$ cat src/rtl/uart_pkg.sv
// Shared definitions for the memory-mapped UART transmitter.
// Contents: register offsets (mem_addr[3:2]), serializer state encoding,
// STATUS register bit positions.
package uart_pkg;

    // Register offsets, decoded from mem_addr[3:2]
    localparam logic [1:0] ADDR_DATA = 2'd0;
    localparam logic [1:0] ADDR_STAT = 2'd1;
    localparam logic [1:0] ADDR_DIV  = 2'd2;

    // Serializer states; StParity is only reachable when UART_PARITY_EN is defined
    typedef enum logic [2:0] {
        StIdle,
        StStart,
        StData,
        StParity,
        StStop
    } tx_state_e;

    // STATUS register layout
    localparam int unsigned STAT_FULL  = 0;
    localparam int unsigned STAT_EMPTY = 1;
    localparam int unsigned STAT_BUSY  = 2;
    localparam int unsigned STAT_PAR   = 3;
    localparam int unsigned STAT_LEVEL = 8;  // [15:8]

endpackage

$ cat src/rtl/sync_fifo.sv
// Synchronous FIFO with registered pointers and combinational head read.
// Ports:
//   clk, rst      clock, synchronous active-high reset (flushes the FIFO)
//   push, wdata   write one entry (caller guarantees !full, or a pop in the same cycle)
//   pop, rdata    remove head entry; rdata always shows the current head
//   full, empty   occupancy flags
//   level         number of stored entries
module sync_fifo #(
    parameter int unsigned Width = 8,
    parameter int unsigned Depth = 16
) (
    input  logic                     clk,
    input  logic                     rst,
    input  logic                     push,
    input  logic [Width-1:0]         wdata,
    input  logic                     pop,
    output logic [Width-1:0]         rdata,
    output logic                     full,
    output logic                     empty,
    output logic [$clog2(Depth):0]   level
);

    localparam int unsigned AW = $clog2(Depth);

    logic [Width-1:0] mem_q [Depth];
    // Pointers carry an extra wrap bit so full and empty are distinguishable
    logic [AW:0]      wptr_q, rptr_q;

    assign rdata = mem_q[rptr_q[AW-1:0]];
    assign empty = (wptr_q == rptr_q);
    assign full  = (wptr_q[AW] != rptr_q[AW]) && (wptr_q[AW-1:0] == rptr_q[AW-1:0]);
    assign level = wptr_q - rptr_q;

    always_ff @(posedge clk) begin
        if (rst) begin
            wptr_q <= '0;
            rptr_q <= '0;
        end else begin
            if (push) wptr_q <= wptr_q + 1'b1;
            if (pop)  rptr_q <= rptr_q + 1'b1;
        end
    end

    // Storage needs no reset; a push into a full FIFO overwrites the slot being popped
    always_ff @(posedge clk) begin
        if (push) mem_q[wptr_q[AW-1:0]] <= wdata;
    end

endmodule

$ cat src/rtl/uart_txm.sv
// UART transmitter slave on the picorv32 native memory bus.
// Firmware pushes bytes through DATA into a TX FIFO; a baud-timed serializer
// sends them as start, 8 data bits LSB first, [even parity], stop.
// Optional feature macro: UART_PARITY_EN (adds a parity bit, STATUS[3]=1).
// Ports:
//   clk, rst                    clock, synchronous active-high reset
//   mem_valid/addr/wdata/wstrb  bus request (already address-decoded)
//   mem_ready, mem_rdata        one-cycle completion pulse and read data
//   uart_tx                     serial line, idle high
//   irq_txe                     FIFO empty and serializer idle (registered)
module uart_txm
    import uart_pkg::*;
#(
    parameter int unsigned FIFO_DEPTH  = 16,
    parameter logic [15:0] DEFAULT_DIV = 16'd433
) (
    input  logic        clk,
    input  logic        rst,
    input  logic        mem_valid,
    output logic        mem_ready,
    input  logic [31:0] mem_addr,
    input  logic [31:0] mem_wdata,
    input  logic [3:0]  mem_wstrb,
    output logic [31:0] mem_rdata,
    output logic        uart_tx,
    output logic        irq_txe
);

    localparam int unsigned LW = $clog2(FIFO_DEPTH) + 1;

    logic [1:0]    reg_addr;
    logic          is_write, req, data_push_req, stall, accept;
    logic          fifo_push, fifo_pop, fifo_full, fifo_empty;
    logic [7:0]    fifo_rdata;
    logic [LW-1:0] fifo_level;
    logic [31:0]   status;

    logic          mem_ready_q, mem_ready_d;
    logic [31:0]   mem_rdata_q, mem_rdata_d;
    logic [15:0]   div_q, div_d;
    logic          irq_q;

    tx_state_e     state_q, state_d;
    logic [15:0]   baud_q, baud_d;
    logic [2:0]    bit_q, bit_d;
    logic [7:0]    shreg_q, shreg_d;
    logic          par_q, par_d;
    logic          busy;

    logic unused_bits;
    assign unused_bits = ^{mem_addr[31:4], mem_addr[1:0], mem_wdata[31:16]};

    // ---------------- bus side ----------------
    assign reg_addr      = mem_addr[3:2];
    assign is_write      = |mem_wstrb;
    // The cycle showing mem_ready belongs to the finished access
    assign req           = mem_valid && !mem_ready_q;
    assign data_push_req = req && is_write && (reg_addr == ADDR_DATA) && mem_wstrb[0];
    // A full FIFO still accepts when the serializer pops in the same cycle
    assign stall         = data_push_req && fifo_full && !fifo_pop;
    assign accept        = req && !stall;
    assign fifo_push     = data_push_req && !stall;
    assign busy          = (state_q != StIdle);

    always_comb begin
        status                    = '0;
        status[STAT_FULL]         = fifo_full;
        status[STAT_EMPTY]        = fifo_empty;
        status[STAT_BUSY]         = busy;
`ifdef UART_PARITY_EN
        status[STAT_PAR]          = 1'b1;
`endif
        status[STAT_LEVEL +: 8]   = 8'(fifo_level);
    end

    always_comb begin
        mem_ready_d = accept;
        mem_rdata_d = '0;
        div_d       = div_q;
        if (accept && !is_write) begin
            case (reg_addr)
                ADDR_STAT: mem_rdata_d = status;
                ADDR_DIV:  mem_rdata_d = {16'h0000, div_q};
                default:   mem_rdata_d = '0;
            endcase
        end
        if (accept && is_write && (reg_addr == ADDR_DIV)) begin
            if (mem_wstrb[0]) div_d[7:0]  = mem_wdata[7:0];
            if (mem_wstrb[1]) div_d[15:8] = mem_wdata[15:8];
        end
    end

    always_ff @(posedge clk) begin
        if (rst) begin
            mem_ready_q <= 1'b0;
            mem_rdata_q <= '0;
            div_q       <= DEFAULT_DIV;
            irq_q       <= 1'b1;
        end else begin
            mem_ready_q <= mem_ready_d;
            mem_rdata_q <= mem_rdata_d;
            div_q       <= div_d;
            irq_q       <= fifo_empty && !busy;
        end
    end

    assign mem_ready = mem_ready_q;
    assign mem_rdata = mem_rdata_q;
    assign irq_txe   = irq_q;

    sync_fifo #(
        .Width (8),
        .Depth (FIFO_DEPTH)
    ) u_fifo (
        .clk   (clk),
        .rst   (rst),
        .push  (fifo_push),
        .wdata (mem_wdata[7:0]),
        .pop   (fifo_pop),
        .rdata (fifo_rdata),
        .full  (fifo_full),
        .empty (fifo_empty),
        .level (fifo_level)
    );

    // ---------------- serializer ----------------
    always_ff @(posedge clk) begin
        if (rst) begin
            state_q <= StIdle;
            baud_q  <= '0;
            bit_q   <= '0;
            shreg_q <= '0;
            par_q   <= 1'b0;
        end else begin
            state_q <= state_d;
            baud_q  <= baud_d;
            bit_q   <= bit_d;
            shreg_q <= shreg_d;
            par_q   <= par_d;
        end
    end

    // baud_q counts the current bit down to 0; reloading from div_q at each
    // boundary is what makes a DIV write take effect on the next bit.
    always_comb begin
        state_d  = state_q;
        baud_d   = baud_q;
        bit_d    = bit_q;
        shreg_d  = shreg_q;
        par_d    = par_q;
        fifo_pop = 1'b0;
        case (state_q)
            StIdle: begin
                if (!fifo_empty) begin
                    state_d  = StStart;
                    fifo_pop = 1'b1;
                    shreg_d  = fifo_rdata;
                    par_d    = ^fifo_rdata;
                    baud_d   = div_q;
                    bit_d    = '0;
                end
            end
            StStart, StData, StParity, StStop: begin
                if (baud_q != 16'd0) begin
                    baud_d = baud_q - 16'd1;
                end else begin
                    baud_d = div_q;
                    case (state_q)
                        StStart: state_d = StData;
                        StData: begin
                            shreg_d = shreg_q >> 1;
                            bit_d   = bit_q + 3'd1;
                            if (bit_q == 3'd7) begin
`ifdef UART_PARITY_EN
                                state_d = StParity;
`else
                                state_d = StStop;
`endif
                            end
                        end
                        StParity: state_d = StStop;
                        default: begin
                            // End of stop bit: chain straight into the next frame
                            if (!fifo_empty) begin
                                state_d  = StStart;
                                fifo_pop = 1'b1;
                                shreg_d  = fifo_rdata;
                                par_d    = ^fifo_rdata;
                                bit_d    = '0;
                            end else begin
                                state_d = StIdle;
                            end
                        end
                    endcase
                end
            end
            default: state_d = StIdle;
        endcase
    end

    always_comb begin
        case (state_q)
            StStart:  uart_tx = 1'b0;
            StData:   uart_tx = shreg_q[0];
            StParity: uart_tx = par_q;
            default:  uart_tx = 1'b1;
        endcase
    end

endmodule

$ cat config.mk
export PLATFORM = sky130hd
export DESIGN_NAME = uart_txm
export DESIGN_NICKNAME = d
export VERILOG_FILES = /design/src/rtl/uart_pkg.sv /design/src/rtl/sync_fifo.sv /design/src/rtl/uart_txm.sv
export SDC_FILE = /design/constraint.sdc
export NUM_CORES = 1
export LEC_CHECK = 0
export ABC_AREA = 1
export BUFFER_PORTS_ARGS = -buffer_cell sky130_fd_sc_hd__buf_4
export CORE_MARGIN = 10
export CORE_UTILIZATION = 40
export DETAILED_ROUTE_END_ITERATION = 10
export PLACE_DENSITY = 0.69
export SLEW_MARGIN = 40
export SYNTH_ARGS = -nofsm -noshare
export SYNTH_HDL_FRONTEND = slang
export SYNTH_SLANG_ARGS = --single-unit
$ cat constraint.sdc
create_clock -name clk -period 6.5 [get_ports clk]
set_clock_uncertainty 0.15 [all_clocks]
set_input_delay 1.3 -clock clk [delete_from_list [all_inputs] [get_ports clk]]
set_output_delay 1.3 -clock clk [all_outputs]
set_load 0.05 [all_outputs]
==> results of run 1 <==
## cell families (layout without fill, tap and decap cells)
| kind of cell | count (synthesis) | in the layout | share of synthesized area |
|---|---|---|---|
| other cells | 1 | 16 | 0.000401 |
| xor+xnor | 11 | 11 | 0.0111 |
| buf+inv | 173 | 199 | 0.0829 |
| compound gates | 116 | 116 | 0.0694 |
| fa+ha+maj | 17 | 17 | 0.0235 |
| simple gates | 518 | 518 | 0.233 |
| flops | 207 | 207 | 0.580 |
## report_power, final
part	leakage [nW]	internal [mW]	switching (mW)	total [mW]
Combinational	2.25	0.398	0.893	1.29
Clock	0.314	0.657	0.478	1.13
Sequential	1.79	1.48	0.0678	1.55
## area by class of cell
type / count / area, um^2
Multi-Input combinational cell: 678 / 3220
Fill cell: 2166 / 12400
Sequential cell: 207 / 5430
Inverter: 117 / 443
Clock buffer: 29 / 576
Clock inverter: 7 / 61.3
Tap cell: 313 / 392
Timing Repair Buffer: 46 / 345
## sequential cells by signal, indices dropped and copies added, names as in the netlist, named ones only
register / count
baud_q: 16
par_q: 1
u_fifo.rptr_q: 5
div_q: 16
shreg_q: 8
u_fifo.wptr_q: 5
bit_q: 3
irq_txe: 1
state_q: 3
mem_rdata: 16
mem_ready: 1
u_fifo.mem_q: 128
## synth_stat cells, types with 3 or more instances
| cell | n | area, um^2 |
|---|---|---|
| nand2_1 | 299 | 1120 |
| edfxtp_1 | 128 | 3840 |
| inv_1 | 112 | 420 |
| nor2_1 | 93 | 349 |
| nand3_1 | 86 | 430 |
| dfxtp_1 | 79 | 1580 |
| a21oi_1 | 55 | 275 |
| o21ai_0 | 37 | 185 |
| buf_2 | 22 | 110 |
| buf_4 | 18 | 135 |
| ha_1 | 16 | 200 |
| nor3_1 | 13 | 65.1 |
| clkbuf_1 | 11 | 41.3 |
| o211ai_1 | 10 | 75.1 |
| o221ai_1 | 7 | 61.3 |
| nand3_2 | 5 | 50.1 |
| nand4_1 | 5 | 31.3 |
| nor2_2 | 5 | 31.3 |
| xnor2_1 | 5 | 43.8 |
| xor2_1 | 5 | 43.8 |
| buf_6 | 4 | 45.0 |
| inv_2 | 3 | 11.3 |
## per-layer routing
layer  track usage  wire length (um)
met5             0                 0
met4        0.0359               290
met3        0.0255              1410
met2         0.236             10500
met1         0.171              9030
## worst max-delay path by stage
stage,from,end,slack [ns],cells past startpoint
after floorplan,mem_addr[2],u_fifo.mem_q[3][0],3.48,8
after global placement,mem_addr[2],u_fifo.mem_q[12][5],2.87,9
after detailed placement,mem_addr[2],u_fifo.mem_q[12][5],2.84,9
after CTS,baud_q[0],u_fifo.mem_q[12][1],3.06,12
after global routing,baud_q[12],u_fifo.mem_q[9][6],2.80,11
final,baud_q[0],u_fifo.mem_q[13][1],3.08,12
## worst max-delay path, stage by stage (launching register included)
cell,delay [ns]
dfxtp_1,0.32
inv_1,0.10
ha_1,0.16
nand2_1,0.06
nor2_1,0.12
nand2_1,0.09
nand3_2,0.44
nand4_4,0.26
nand3_2,0.17
nand2_1,0.18
inv_1,0.17
nand2_1,0.17
nor2_1,0.65
## per-stage QoR
stage	total power, mW	utilization	setup slack (ns)	hold slack [ns]	instance area [um^2]
finish	3.98	0.458	3.08	0.317	10500
CTS	3.99	0.458	3.06	0.318	10500
floorplan	2.59	-	3.48	0.278	9410
global placement	2.83	0.430	2.87	0.303	9810
detailed placement	2.85	0.430	2.84	0.306	9820
global route	4.24	0.458	2.80	0.338	10500
==> summary.txt, run 1 <==
Yosys
  – Post-synth EDFFs: between 100 and 150
  – Syn avg cell area: around 9 um^2
  – Synth Instances: 1043
  – Synthesized area: between 9000 and 10000 um^2
  – Seq cells post-synth: 207
  – Post-synthesis cell type count: 42
  – Sequential share of the synthesized area: 0.580
  – FFs w/ async S/R, synth: 0
  – Yosys warning count: 0
  – Most used DFF post-synth: edfxtp_1

GRT
  – Antenna violations before repair: 0
  – Vias in the first global route: between 6000 and 7000
  – Total grt overflow: 0
  – GRT Overall Usage: 0.136
  – First-pass GRT wire length: 33.8 mm
  – Largest net degree at the start of global routing: 72

Clock tree
  – # H-tree levels: 1
  – Clock Path Buffers: 3
  – CTS buffer count: 21
  – Skew-Pair Late Insertion Delay: 0.50 ns
  – CTS Hold Bufs: 0
  – Sink count of the clock tree: 207
  – Worst-path clk slew: 0.06 ns
  – Number of gates resized after cts: 0
  – CTS tree: built
  – Setup bufs post-CTS: 0
  – CTS root buffer: clkbuf_16

Drt
  – TritonRoute pass-1 iters: 5
  – Post-route DRC: 0
  – Wire length per cell: 15.2 um
  – Vias/cell: 4.95
  – Final WL: roughly 21 mm
  – Vias post-DR: 6909
  – Number of routed nets with antenna violations: 0
  – Iteration-0 DRC Markers: 612

Cells and area
  – Diodes inserted: 0
  – Final instance count without filler cells: 1397
  – Most frequent cells in the layout: 299 x nand2_1, 128 x edfxtp_1, 111 x inv_1
  – Synthesis-to-layout area growth: 11.8%
  – Layout cells sized above 1: 0.0923
  – Commonest non-fill, non-tap cell in the layout: nand2_1
  – Layout net count: 1159

STA
  – Total Negative Setup Slacks: 0 ns
  – Final min period: 3.42 ns
  – Hold Vio Cnt, Final: 0
  – Worst Tran Pin Value: ~0.79 ns
  – Fmax: 292 MHz
  – RSZ-0062 raised after global routing: no
  – Final period util: 0.526
  – Count of final max-slew check failures: 0
  – Setup violators final: 0
  – Worst slew margin: 0.471

Min path
  – Min-Delay Endpoint: baud_q[14]
  – Worst hold start: baud_q[14]
  – Hold crit path type: flop to flop
  – Worst hold stages: 2

Critical path
  – Crit Path Class: flop to flop
  – Worst Path Max Fanout: 31
  – Startpoint types: flop
  – FF-to-FF Start: baud_q[0]
  – Worst Path Required: 6.46 ns
  – Worst Path Arrival: 3.39 ns
  – Reg-to-reg critical path endpoint: u_fifo.mem_q[13][1]
  – R2R Setup Slk: 3.08 ns
  – CP Capture Type: flop
  – Reg2reg path depth: 12

Floorplanning
  – Die height: roughly 170 um
  – IO Count: roughly 110
  – Chip width: about 170 um
  – Initial core utilization: 0.409
  – Row cnt: 55
  – Total die area: roughly 30000 um^2
  – Placeable Area: 22800 um^2

Pwr
  – Pleak: 4.36 nW
  – Power per Cell Area: ~380 nW/um^2
  – Max VDD drop: 0.000206 V

Place
  – Post-detail-place hpwl: 13.6 mm
  – Global placement routability congestion: 0.813
  – Placed cells: 1361
  – Port Buffer Count: 43

Outcome
  – Status: finished clean

Flow run
  – Max cap viols: 0
Note: power is estimated with default switching activity, not from simulation.
==> inputs of run 2 (changes only) <==
--- a/config.mk
+++ b/config.mk
@@ -10,7 +10,7 @@
 export CORE_MARGIN = 10
 export CORE_UTILIZATION = 40
 export DETAILED_ROUTE_END_ITERATION = 10
-export PLACE_DENSITY = 0.69
+export PLACE_DENSITY = 0.71
 export SLEW_MARGIN = 40
 export SYNTH_ARGS = -nofsm -noshare
 export SYNTH_HDL_FRONTEND = slang
==> constraint.sdc (replaced) <==
create_clock -name clk -period 3.1 [get_ports clk]
set_clock_uncertainty 0.15 [all_clocks]
set_input_delay 0.62 -clock clk [delete_from_list [all_inputs] [get_ports clk]]
set_output_delay 0.62 -clock clk [all_outputs]
set_load 0.05 [all_outputs]
==> summary.txt, run 2 (synthesized netlist as in run 1, its figures left out) <==
Cells and area
  – Commonest non-fill, non-tap cell in the layout: nand2_1
  – Layout net count: 1169
  – Fillers: 2192
  – Max reg flops: 128
  – Post-route cell area: 10500 um^2
  – Most frequent cells in the layout: 299 x nand2_1, 128 x edfxtp_1, 111 x inv_1
  – Diodes inserted: 0
  – Synthesis-to-layout area growth: 12.6%
  – Layout cells sized above 1: 0.0968

Critical path
  – Worst Setup SP: u_fifo.wptr_q[2]
  – Worst Path Max Fanout: 8
  – Crit Path Class: flop to flop
  – FF-to-FF Start: u_fifo.wptr_q[2]
  – Reg2reg path depth: 10
  – CP Capture Type: flop
  – Startpoint types: flop
  – Reg-to-reg critical path endpoint: u_fifo.mem_q[13][1]
  – Worst Path Arrival: 2.83 ns
  – CP Capture Point: u_fifo.mem_q[13][1]
  – Worst Path Required: between 3 and 4 ns
  – R2R Setup Slk: 0.24 ns

Pwr
  – Max VDD drop: 0.000486 V
  – Pleak: 4.40 nW
  – Final total power: 8.30 mW
  – Power per Cell Area: roughly 790 nW/um^2

Clock tree
  – CTS buffer count: 20
  – Worst-path clk slew: ~0.060 ns
  – CTS root buffer: clkbuf_16
  – Number of gates resized after cts: 0
  – Clock Path Buffers: 3
  – CTS tree: built
  – # H-tree levels: 1
  – Skew-Pair Late Insertion Delay: around 0.5 ns
  – CTS Hold Bufs: 0
  – Sink count of the clock tree: around 210
  – Setup bufs post-CTS: 0

GRT
  – First-pass GRT wire length: 34.5 mm
  – Vias in the first global route: 6779
  – GRT met2 Usage: 0.235
  – Total grt overflow: 0
  – Met1 global-route usage: 0.174
  – Antenna violations before repair: 0
  – GRT Overall Usage: 0.137
  – M3 GR Usage: 0.0231
  – Gr busiest metal: met2
  – Largest net degree at the start of global routing: 71

STA
  – RSZ-0062 raised after global routing: no
  – Worst slew margin: 0.448
  – Total Negative Setup Slacks: 0 ns
  – Final period util: 0.922
  – Fmax: 350 MHz
  – Hold Vio Cnt, Final: 0
  – Final min period: 2.86 ns
  – Setup violators final: 0
  – Count of final max-slew check failures: 0
  – Worst Tran Pin Value: 0.825 ns

Floorplanning
  – Initial core utilization: 0.409
  – Total die area: 29900 um^2
  – Die height: ~170 um
  – Row cnt: 55
  – IO Count: 106
  – Chip width: about 170 um
  – Placeable Area: 22800 um^2

Place
  – Global placement routability congestion: 0.834
  – Post-detail-place hpwl: ~14 mm
  – Port Buffer Count: 43
  – Dpl cell area: 9920 um^2

Drt
  – TritonRoute pass-1 iters: 5
  – Vias post-DR: 6996
  – Wire length per cell: 15.1 um
  – Vias/cell: ~5.0
  – Iteration-0 DRC Markers: around 500
  – Final WL: ~21 mm
  – Post-route DRC: 0
  – Number of routed nets with antenna violations: 0

Outcome
  – Status: finished clean

Min path
  – Hold crit path type: input port to flop

Flow run
  – Max cap viols: 0
[run 2: changes by cell type in the layout (fill, tap and decap cells not counted), sizes merged]
cell    delta
buf       +11
clkbuf     +2
inv        -2
bufinv     -1
clkinv     +1
[run 2: cell type report]
cell class / instances / area, um^2 / area share
well taps: 313 / 392 / 0.0372
repair buffers: 57 / 453 / 0.0430
inverters: 117 / 440 / 0.0418
flip-flops and latches: 207 / 5430 / 0.515
clock buffers: 31 / 572 / 0.0543
clock inverters: 5 / 33.8 / 0.00321
multi-input cells: 678 / 3220 / 0.305
[run 2: how the worst min path moves through the flow]
stage / startpoint / end / slack (ns) / depth (start not counted)
floorplan: div_q[4] / mem_rdata[4] / 0.28 / 2
CTS: mem_wdata[13] / div_q[13] / 0.19 / 3
global route: mem_wdata[12] / div_q[12] / 0.21 / 3
detailed placement: div_q[7] / div_q[7] / 0.31 / 2
finish: mem_wdata[13] / div_q[13] / 0.21 / 3
global placement: div_q[12] / mem_rdata[12] / 0.30 / 2
[run 2: power by group]
part | switching, mW | internal, mW | total, mW
clock network | 0.998 | 1.27 | 2.27
registers | 0.148 | 3.11 | 3.26
logic | 1.87 | 0.896 | 2.77
[run 2: routing by layer]
metal | vias to the layer above | share of wire
met1 | 3297 | 0.44
met2 | 212 | 0.48
met4 | 0 | 0.019
met3 | 31 | 0.065
li1 | 3456 | -
met5 | - | 0
[run 2: worst max-delay path, cell delays in order (launching register included)]
cell     delay [ns]
dfxtp_1        0.46
ha_1           0.33
nand2_1        0.08
nor2_1         0.07
nand2_2        0.13
nand4_4        0.12
nand3_2        0.11
nand2_1        0.09
inv_1          0.13
nand2_1        0.15
nor2_1         0.66
[run 2: per-stage QoR]
stage,utilization,instances,setup WS (ns),hold slack (ns)
detailed placement,0.434,1372,0.185,0.309
floorplan,-,1058,0.658,0.278
finish,0.461,1408,0.243,0.207
CTS,0.461,1408,0.157,0.193
global placement,0.434,1372,0.165,0.299
global route,0.461,1408,0.0689,0.207
==> inputs of run 3 (changes only) <==
--- a/config.mk
+++ b/config.mk
@@ -5,12 +5,12 @@
 export SDC_FILE = /design/constraint.sdc
 export NUM_CORES = 1
 export LEC_CHECK = 0
-export ABC_AREA = 1
+export ABC_AREA = 0
 export BUFFER_PORTS_ARGS = -buffer_cell sky130_fd_sc_hd__buf_4
 export CORE_MARGIN = 10
 export CORE_UTILIZATION = 40
 export DETAILED_ROUTE_END_ITERATION = 10
-export PLACE_DENSITY = 0.71
+export PLACE_DENSITY = 0.72
 export SLEW_MARGIN = 40
 export SYNTH_ARGS = -nofsm -noshare
 export SYNTH_HDL_FRONTEND = slang
==> summary.txt, run 3 <==
Yosys
  – Sequential share of the synthesized area: 0.617
  – Yosys warning count: 0
  – Most used DFF post-synth: edfxtp_1
  – Most frequent cell after synthesis: edfxtp_1
  – Yosys top cell by area: edfxtp_1
  – Synth Instances: around 690
  – Post-synthesis cell type count: between 50 and 60
  – FFs w/ async S/R, synth: 0
  – Most instantiated cells after synthesis: 128 x edfxtp_1, 93 x nor2_1, 79 x dfxtp_1, 40 x nand2_1, 32 x mux4_2
  – Synthesized area: ~9000 um^2
  – Syn avg cell area: 12.8 um^2
  – Synth area leaders: edfxtp_1 44%, dfxtp_1 18%, mux4_2 8.2%
  – Seq cells post-synth: slightly above 200
  – Post-synth EDFFs: 128
  – Share of the synthesized area in the top cell type: 0.437

Critical path
  – Worst Path Required: 3.16 ns
  – Startpoint types: flop
  – Worst Path Arrival: 2.93 ns
  – Crit Path Class: flop to flop
  – Worst Path Max Fanout: 8
  – CP Capture Type: flop

Place
  – Post-detail-place hpwl: 12.6 mm
  – Global placement routability congestion: between 0.8 and 0.9
  – Port Buffer Count: 43

Clock tree
  – CTS root buffer: clkbuf_16
  – CTS Hold Bufs: 0
  – CTS buffer count: 22
  – Skew-Pair Late Insertion Delay: about 0.5 ns
  – CTS tree: built
  – Setup bufs post-CTS: 0
  – Sink count of the clock tree: 207
  – Clock Path Buffers: 3
  – Worst-path clk slew: 0.06 ns
  – # H-tree levels: 1

Floorplanning
  – Row cnt: 54
  – Initial core utilization: 0.404
  – Placeable Area: 21800 um^2
  – Chip width: around 170 um
  – Total die area: 28300 um^2
  – Die height: 168 um
  – IO Count: 106

STA
  – Count of final max-slew check failures: 0
  – Worst Tran Pin Value: 0.716 ns
  – Setup violators final: 0
  – Fmax: 348 MHz
  – Worst slew margin: 0.519
  – RSZ-0062 raised after global routing: no
  – Fin Hold WS: 0.173 ns
  – Total Negative Setup Slacks: 0 ns
  – Final min period: 2.87 ns
  – Hold Vio Cnt, Final: 0
  – Final period util: 0.927

Drt
  – Vias/cell: around 5.3
  – TritonRoute pass-1 iters: 4
  – Final WL: 19.1 mm
  – Wire length per cell: 18.2 um
  – Post-route DRC: 0
  – Iteration-0 DRC Markers: 502
  – Number of routed nets with antenna violations: 0
  – Vias post-DR: 5576

GRT
  – Total grt overflow: 0
  – First-pass GRT wire length: 30.8 mm
  – Largest net degree at the start of global routing: 33
  – Antenna violations before repair: 0
  – Vias in the first global route: 5626
  – GRT Overall Usage: 0.133

Flow run
  – Max cap viols: 0

Cells and area
  – Fillers: around 1900
  – Most frequent cells in the layout: 128 x edfxtp_1, 92 x nor2_1, 79 x buf_4
  – Layout net count: between 800 and 900
  – Diodes inserted: 0
  – Commonest non-fill, non-tap cell in the layout: edfxtp_1
  – Layout cells sized above 1: 0.206
  – Synthesis-to-layout area growth: 17.6%
  – Max reg flops: ~130

Pwr
  – Reg power frac: 0.389
  – Pint: about 5.7 mW
  – Power per Cell Area: 785 nW/um^2
  – Switching share of power: 0.298
  – Pleak: 3.61 nW
  – Max VDD drop: 0.000606 V
  – Combinational power share: 0.266
  – Clock share of power: 0.345
  – P_sw: 2.42 mW

Min path
  – Hold crit path type: input port to flop

Outcome
  – Status: finished clean
-- run 3: changes by cell type after synthesis, moves of 13 or more --
cell,previous run,this run
a21oi_1,55,24
inv_1,112,15
buf_2,22,2
nand2_1,299,40
mux4_2,0,32
clkbuf_1,11,24
nand3_1,86,19
-- run 3: cell type report --
class / instances / area, um^2 / area share
Sequential cell: 207 / 5430 / 0.525
Clock inverter: 16 / 221 / 0.0214
Inverter: 15 / 56.3 / 0.00544
Multi-Input combinational cell: 428 / 3100 / 0.300
Tap cell: 280 / 350 / 0.0339
Clock buffer: 24 / 558 / 0.0539
Timing Repair Buffer: 81 / 633 / 0.0612
-- run 3: cell families after synthesis --
logic type | Yosys count | share of synthesized area
AOI/OAI and AO/OA | 119 | 0.0929
buffers and inverters | 65 | 0.0383
and+or+nand+nor | 214 | 0.111
adders and majority gates | 17 | 0.0250
DFF | 207 | 0.617
muxes | 43 | 0.0945
other | 1 | 0.000426
xor gates and xnor gates | 19 | 0.0215
-- run 3: final timing paths --
check,startpoint,endpoint,slack (ns),depth (start not counted)
worst max-delay path,baud_q[0],u_fifo.mem_q[1][1],0.23,10
worst min-delay path,mem_wdata[8],div_q[8],0.17,2
worst max register to register,baud_q[0],u_fifo.mem_q[1][1],0.23,10
worst min register to register,shreg_q[7],shreg_q[7],0.32,2
-- run 3: per-layer routing --
metal	GRT usage	wire length [um]	vias to the layer above
li1	-	-	2651
met1	0.169	8120	2771
met2	0.227	9630	130
met3	0.0237	1050	24
met4	0.0341	295	0
met5	0	0	-
-- run 3: power by group through the flow --
stage          logic, mW  registers [mW]  clock network, mW
6_report            2.16            3.16               2.80
3_5_place_dp        2.16            3.21                  0
2_1_floorplan       1.69            3.19                  0
3_3_place_gp        2.13            3.21                  0
4_1_cts             2.17            3.15               2.85
5_1_grt             2.40            3.17               2.95
-- run 3: critical path, cell delays in order (launching register included) --
cell	delay (ns)
dfxtp_1	0.31
inv_1	0.16
ha_1	0.18
nor4b_2	0.25
and4_1	0.28
a21oi_1	0.15
o21a_1	0.25
nor2_2	0.23
nand2_1	0.18
nor3_1	0.21
buf_4	0.23
-- run 3: stage by stage --
step | cell area, um^2 | power, mW | util | setup slack [ns] | cells
after global placement | 9560 | 5.34 | 0.439 | 0.154 | 1011
after global routing | 10300 | 8.52 | 0.476 | 0.00784 | 1051
after floorplan | 8850 | 4.88 | - | 0.133 | 700
after detailed placement | 9560 | 5.37 | 0.439 | 0.0836 | 1011
after CTS | 10300 | 8.17 | 0.475 | 0.114 | 1051
final | 10300 | 8.12 | 0.476 | 0.227 | 1051
-- run 3: timing repair --
item | 4_1_cts | 5_1_grt
gates resized for setup | 1 | 1
endpoints found under the setup margin | 8 | 24
pin swaps | 0 | 0
